--- config.mk ---
export PLATFORM = sky130hd
export DESIGN_NAME = dff_pipe
export DESIGN_NICKNAME = d
export VERILOG_FILES = /design/src/rtl/dff_pipe.sv
export SDC_FILE = /design/constraint.sdc
export NUM_CORES = 1
export LEC_CHECK = 0
export CAP_MARGIN = 20
export CORE_MARGIN = 4
export CORE_UTILIZATION = 45
export CTS_CLUSTER_DIAMETER = 60
export DETAILED_ROUTE_END_ITERATION = 8
export GPL_ROUTABILITY_DRIVEN = 0
export PLACE_DENSITY = 0.74
export SLEW_MARGIN = 20
export SYNTH_ARGS = -nofsm -noshare
export SYNTH_HDL_FRONTEND = slang
export SYNTH_SLANG_ARGS = --single-unit
--- constraint.sdc ---
create_clock -name clk -period 1.6 [get_ports clk]
set_input_delay 0.16 -clock clk [delete_from_list [all_inputs] [get_ports clk]]
set_output_delay 0.16 -clock clk [all_outputs]
set_load 0.01 [all_outputs]
--- src/rtl/dff_pipe.sv ---
// dff_pipe: WIDTH-bit, DEPTH-stage elastic register pipeline.
//
// Each stage holds a valid bit and a data word. A stage advances when it is
// empty or when the stage in front of it advances, so bubbles collapse and
// full throughput (one word per cycle) is sustained under out_ready=1.
//
// Optional feature macro: DFF_PIPE_PARITY_EN
//   defined   : an even-parity bit of d is captured at stage 0 and moves with
//               the data; perr flags a mismatch at the output stage.
//   undefined : no parity storage, perr tied to 0.
//
// Ports:
//   clk       rising-edge clock
//   rst_n     asynchronous active-low reset (clears all valid, data, count)
//   in_valid  upstream data valid
//   in_ready  pipeline can accept d this cycle
//   d         upstream data
//   out_valid last stage holds valid data
//   out_ready downstream accepts q this cycle
//   q         last-stage data
//   flush     synchronous clear of all stage valid bits and count
//   count     number of valid stages
//   perr      parity error on output (0 unless DFF_PIPE_PARITY_EN)
module dff_pipe #(
  parameter int unsigned WIDTH = 8,
  parameter int unsigned DEPTH = 3,
  parameter int unsigned CNTW  = $clog2(DEPTH + 1)
) (
  input  logic             clk,
  input  logic             rst_n,
  input  logic             in_valid,
  output logic             in_ready,
  input  logic [WIDTH-1:0] d,
  output logic             out_valid,
  input  logic             out_ready,
  output logic [WIDTH-1:0] q,
  input  logic             flush,
  output logic [CNTW-1:0]  count,
  output logic             perr
);

  logic [DEPTH-1:0] vld_q;
  logic [DEPTH-1:0] vld_d;
  logic [DEPTH-1:0] adv;
  logic [WIDTH-1:0] dat_q [DEPTH];
  logic [WIDTH-1:0] dat_d [DEPTH];
  logic [CNTW-1:0]  count_q;
  logic [CNTW-1:0]  count_d;
  logic             in_xfer;
  logic             out_xfer;

  // Ready chain, evaluated from the output stage back toward the input.
  always_comb begin
    adv = '0;
    adv[DEPTH-1] = ~vld_q[DEPTH-1] | out_ready;
    for (int unsigned k = 1; k < DEPTH; k++) begin
      adv[DEPTH-1-k] = ~vld_q[DEPTH-1-k] | adv[DEPTH-k];
    end
  end

  assign in_ready  = adv[0];
  assign in_xfer   = in_valid & adv[0];
  assign out_xfer  = vld_q[DEPTH-1] & out_ready;
  assign out_valid = vld_q[DEPTH-1];
  assign q         = dat_q[DEPTH-1];
  assign count     = count_q;

  // Data words only load behind a valid bit, so empty slots keep stale data.
  always_comb begin
    vld_d = vld_q;
    dat_d = dat_q;
    if (adv[0]) begin
      vld_d[0] = in_valid;
      if (in_valid) begin
        dat_d[0] = d;
      end
    end
    for (int unsigned k = 1; k < DEPTH; k++) begin
      if (adv[k]) begin
        vld_d[k] = vld_q[k-1];
        if (vld_q[k-1]) begin
          dat_d[k] = dat_q[k-1];
        end
      end
    end
    // The output word still leaves on a flush cycle; only valid bits clear.
    if (flush) begin
      vld_d = '0;
    end
  end

  always_comb begin
    count_d = count_q;
    if (flush) begin
      count_d = '0;
    end else begin
      count_d = count_q + CNTW'(in_xfer) - CNTW'(out_xfer);
    end
  end

  always_ff @(posedge clk or negedge rst_n) begin
    if (!rst_n) begin
      vld_q   <= '0;
      count_q <= '0;
      for (int unsigned k = 0; k < DEPTH; k++) begin
        dat_q[k] <= '0;
      end
    end else begin
      vld_q   <= vld_d;
      count_q <= count_d;
      for (int unsigned k = 0; k < DEPTH; k++) begin
        dat_q[k] <= dat_d[k];
      end
    end
  end

`ifdef DFF_PIPE_PARITY_EN
  logic [DEPTH-1:0] par_q;
  logic [DEPTH-1:0] par_d;

  // Parity follows exactly the same load/hold rules as the data words.
  always_comb begin
    par_d = par_q;
    if (adv[0] && in_valid) begin
      par_d[0] = ^d;
    end
    for (int unsigned k = 1; k < DEPTH; k++) begin
      if (adv[k] && vld_q[k-1]) begin
        par_d[k] = par_q[k-1];
      end
    end
  end

  always_ff @(posedge clk or negedge rst_n) begin
    if (!rst_n) begin
      par_q <= '0;
    end else begin
      par_q <= par_d;
    end
  end

  assign perr = vld_q[DEPTH-1] & ((^dat_q[DEPTH-1]) != par_q[DEPTH-1]);
`else
  assign perr = 1'b0;
`endif

endmodule

==> impl_metrics.toml, run 1 <==
[routing]
via_count = 699
via_per_inst = 4.85
drc = 0
drtPass1Iterations = 3
ant_nets = 0
wirelength_mm = 2.06
first_iter_violations = 10
avgRoutedWirePerCell_microns = 14.3

[floorplanning]
core_area_sq_um = 2730
pin_count = 26
start_util = 0.469
die_w_microns = 61.4
die_h_microns = 61.4
dieArea_sq_um = 3770
rows = 19

[worst_hold_path]
hold_class = "input port to asynchronous set/reset pin"

[critical_path]
slowest_delay_ps = 430
cp-start-kind = "flip-flop"
ff2ff_setup_slack_ps = 90
r2r_start = "vld_q[2]"
reg2reg_depth = 4
critPathBufInv = 1
crit_fanout = 8
crit_required_ps = 1800
crit_type = "flip-flop to flip-flop"
crit_slowest_cell = "a21bo_1"
critPathArrivalTime_ps = 1710
path_cells = "buf_4 > nor2b_4 > a21bo_1 > mux2_4"
endpoint_kind = "flip-flop"
cp-startpoint = "vld_q[2]"
reg2reg_to = "dat_q[10]"
cpLargestDelayFamily = "compound AO/OA/AOI/OAI gates"

[clock_tree]
htree_levels = 2
numClockSinks = 29
ctsHoldBuffers = 0
path_clk_slew_ps = 90
cts_tree = "built"
cts_inserted_buffers = 5
clk_path_buf_depth = 2
insertion_delay_ps = 320
cts_root_buffer = "clkbuf_4"

[global_routing]
top_usage_layer = "met2"
grt_pass1_vias = 767
grt-ovfl-total = 0
grtUsageMet2 = 0.198
grtUsageMet1 = 0.151
use_met3 = 0.0461
track_usage = 0.128
grt_first_pass_wirelength_mm = 3.32
antenna_found_initial = 0
grt_max_degree = 30

[power_and_ir_drop]
ir_drop_mv = 0.919
switching_power_w = 0.000455
seqPwrFrac = 0.529
clkPwrFrac = 0.227
p_per_area_nw_per_um2 = 1130
p_int_w = 0.00133
p_sw_frac = 0.255
power_w = 0.00178
p_leak_nw = 0.750
p_comb_frac = 0.244

[timing]
finalCritPeriodShare = 0.942
fmax_ghz = 0.664
fin_crit_ps = 1510
postLayoutSetupSlackWorst_ps = 93.0
setup_viol = 0
skew_ps = 9.54
grt_setup_unrepaired = "no"
whs_ps = 208
slew_viol_final = 0
final_hold_viol_count = 0

[yosys]
yosysTopAreaCellShare = 0.566
ys_seq_area_frac = 0.566
syn_area_per_cell_sq_um = 15.3
ys_async_sr_fraction = 1.00
yosysTopAreaCell = "dfrtp_1"
synthDistinctLibCells = 20
synth_seq_cells = 29
synthFlopType = "dfrtp_1"
yosys_warnings = 0
synth_edf_count = 0
yosys-top-cells-count = "29 x dfrtp_1, 12 x mux2_2, 9 x buf_4"
synthTopCellsByArea = "dfrtp_1 57%, mux2_2 11%, mux2_4 9.4%"
syn_area_sq_um = 1280
synth_most_common_cell = "dfrtp_1"
syn_inst = 84
syn_nets = 99

[placed_design]
pre_cts_slack_ps = -162
numPortBuffers = 24
hpwl_mm = 1.49

[finish]
drive_gt1_frac = 0.363
syn2layout_area_growth_pct = 23.3
num-nets-final = 127
num-fill-cells = 228
final_util = 0.578
antennaDiodeCount = 0

[run_status]
status = "completed"

[job]
drv_cap = 0
sequential cells by signal, summed over array words and instances, names as in the netlist:
signal and count:
dat_q 16, count 2, q 8, vld_q 3
through the flow:
step | instances | cell area, sq um | setup TNS (ps)
CTS | 143 | 1570 | 0
detailed placement | 132 | 1500 | -1080
finish | 144 | 1580 | 0
global route | 144 | 1580 | 0
floorplan | 84 | 1280 | 0
global placement | 132 | 1500 | -769
how the worst max path moves through the flow:
stage / end / slack (ps) / cells after the start
5_1_grt: count[1] / 0.3 / 7
3_3_place_gp: count[0] / -110 / 7
6_report: dat_q[10] / 90 / 4
2_1_floorplan: count[0] / 110 / 6
4_1_cts: dat_q[10] / 20 / 4
3_5_place_dp: count[1] / -160 / 8
logic make-up (layout without fill, tap and decap cells):
family,count (synthesis),count (layout),share of synthesized area
DFF,29,29,0.566
muxes,24,24,0.234
buffers and inverters,13,42,0.0762
and+or+nand+nor,10,10,0.0713
AOI/OAI and AO/OA,3,3,0.0156
adders and majority gates,2,2,0.0195
xor gates and xnor gates,2,2,0.0137
other,1,1,0.00293
cells in the final DEF, fill, tap and decap left out, drive strengths merged:
| master | netlist | final |
|---|---|---|
| xnor2 | 1 | 1 |
| clkinv | 0 | 2 |
| dlygate4sd2 | 0 | 2 |
| a21bo | 1 | 1 |
| mux2 | 24 | 24 |
| buf | 11 | 8 |
| a21oi | 2 | 2 |
| clkbuf | 0 | 6 |
| dfrtp | 29 | 29 |
| and2 | 1 | 1 |
| conb | 1 | 1 |
| ha | 2 | 2 |
| nand2 | 1 | 1 |
| nand2b | 1 | 1 |
| clkdlybuf4s50 | 0 | 22 |
| xor2 | 1 | 1 |
| nor2 | 4 | 4 |
| nand4b | 1 | 1 |
| nor2b | 2 | 2 |
| inv | 2 | 2 |
power by group through the flow:
stage	sequential [W]	combinational (W)	clock (W)
detailed placement	0.000963	0.000437	0
global placement	0.000951	0.000426	0
global route	0.000963	0.000470	0.000467
CTS	0.000947	0.000443	0.000423
finish	0.000943	0.000436	0.000404
floorplan	0.000940	0.000313	0
cell type report:
class,count,area (sq um),share of cell area
Inverter,2,7.51,0.00475
Clock buffer,6,41.3,0.0261
Tap cell,31,38.8,0.0245
Sequential cell,29,727,0.460
Multi-Input combinational cell,42,458,0.290
Clock inverter,2,10.0,0.00633
Timing Repair Buffer,32,298,0.188
layer usage:
layer | up-vias | share of wire
li1 | 324 | -
met1 | 348 | 0.42
met2 | 22 | 0.50
met3 | 5 | 0.066
met4 | 0 | 0.019
met5 | - | 0
timing repair:
item | in CTS | in global routing
buffers inserted | 3 | 1
setup endpoints to repair | 1 | 11
gates resized for setup | 3 | 0
endpoints found under the hold margin | 0 | 0
(Power assumes the default switching activity.)
==> run 2: changes to the inputs <==
CTS_CLUSTER_SIZE = 14   (was unset)
==> results of run 2 <==
Final layout, timing and power as in run 1 (identical DEF).
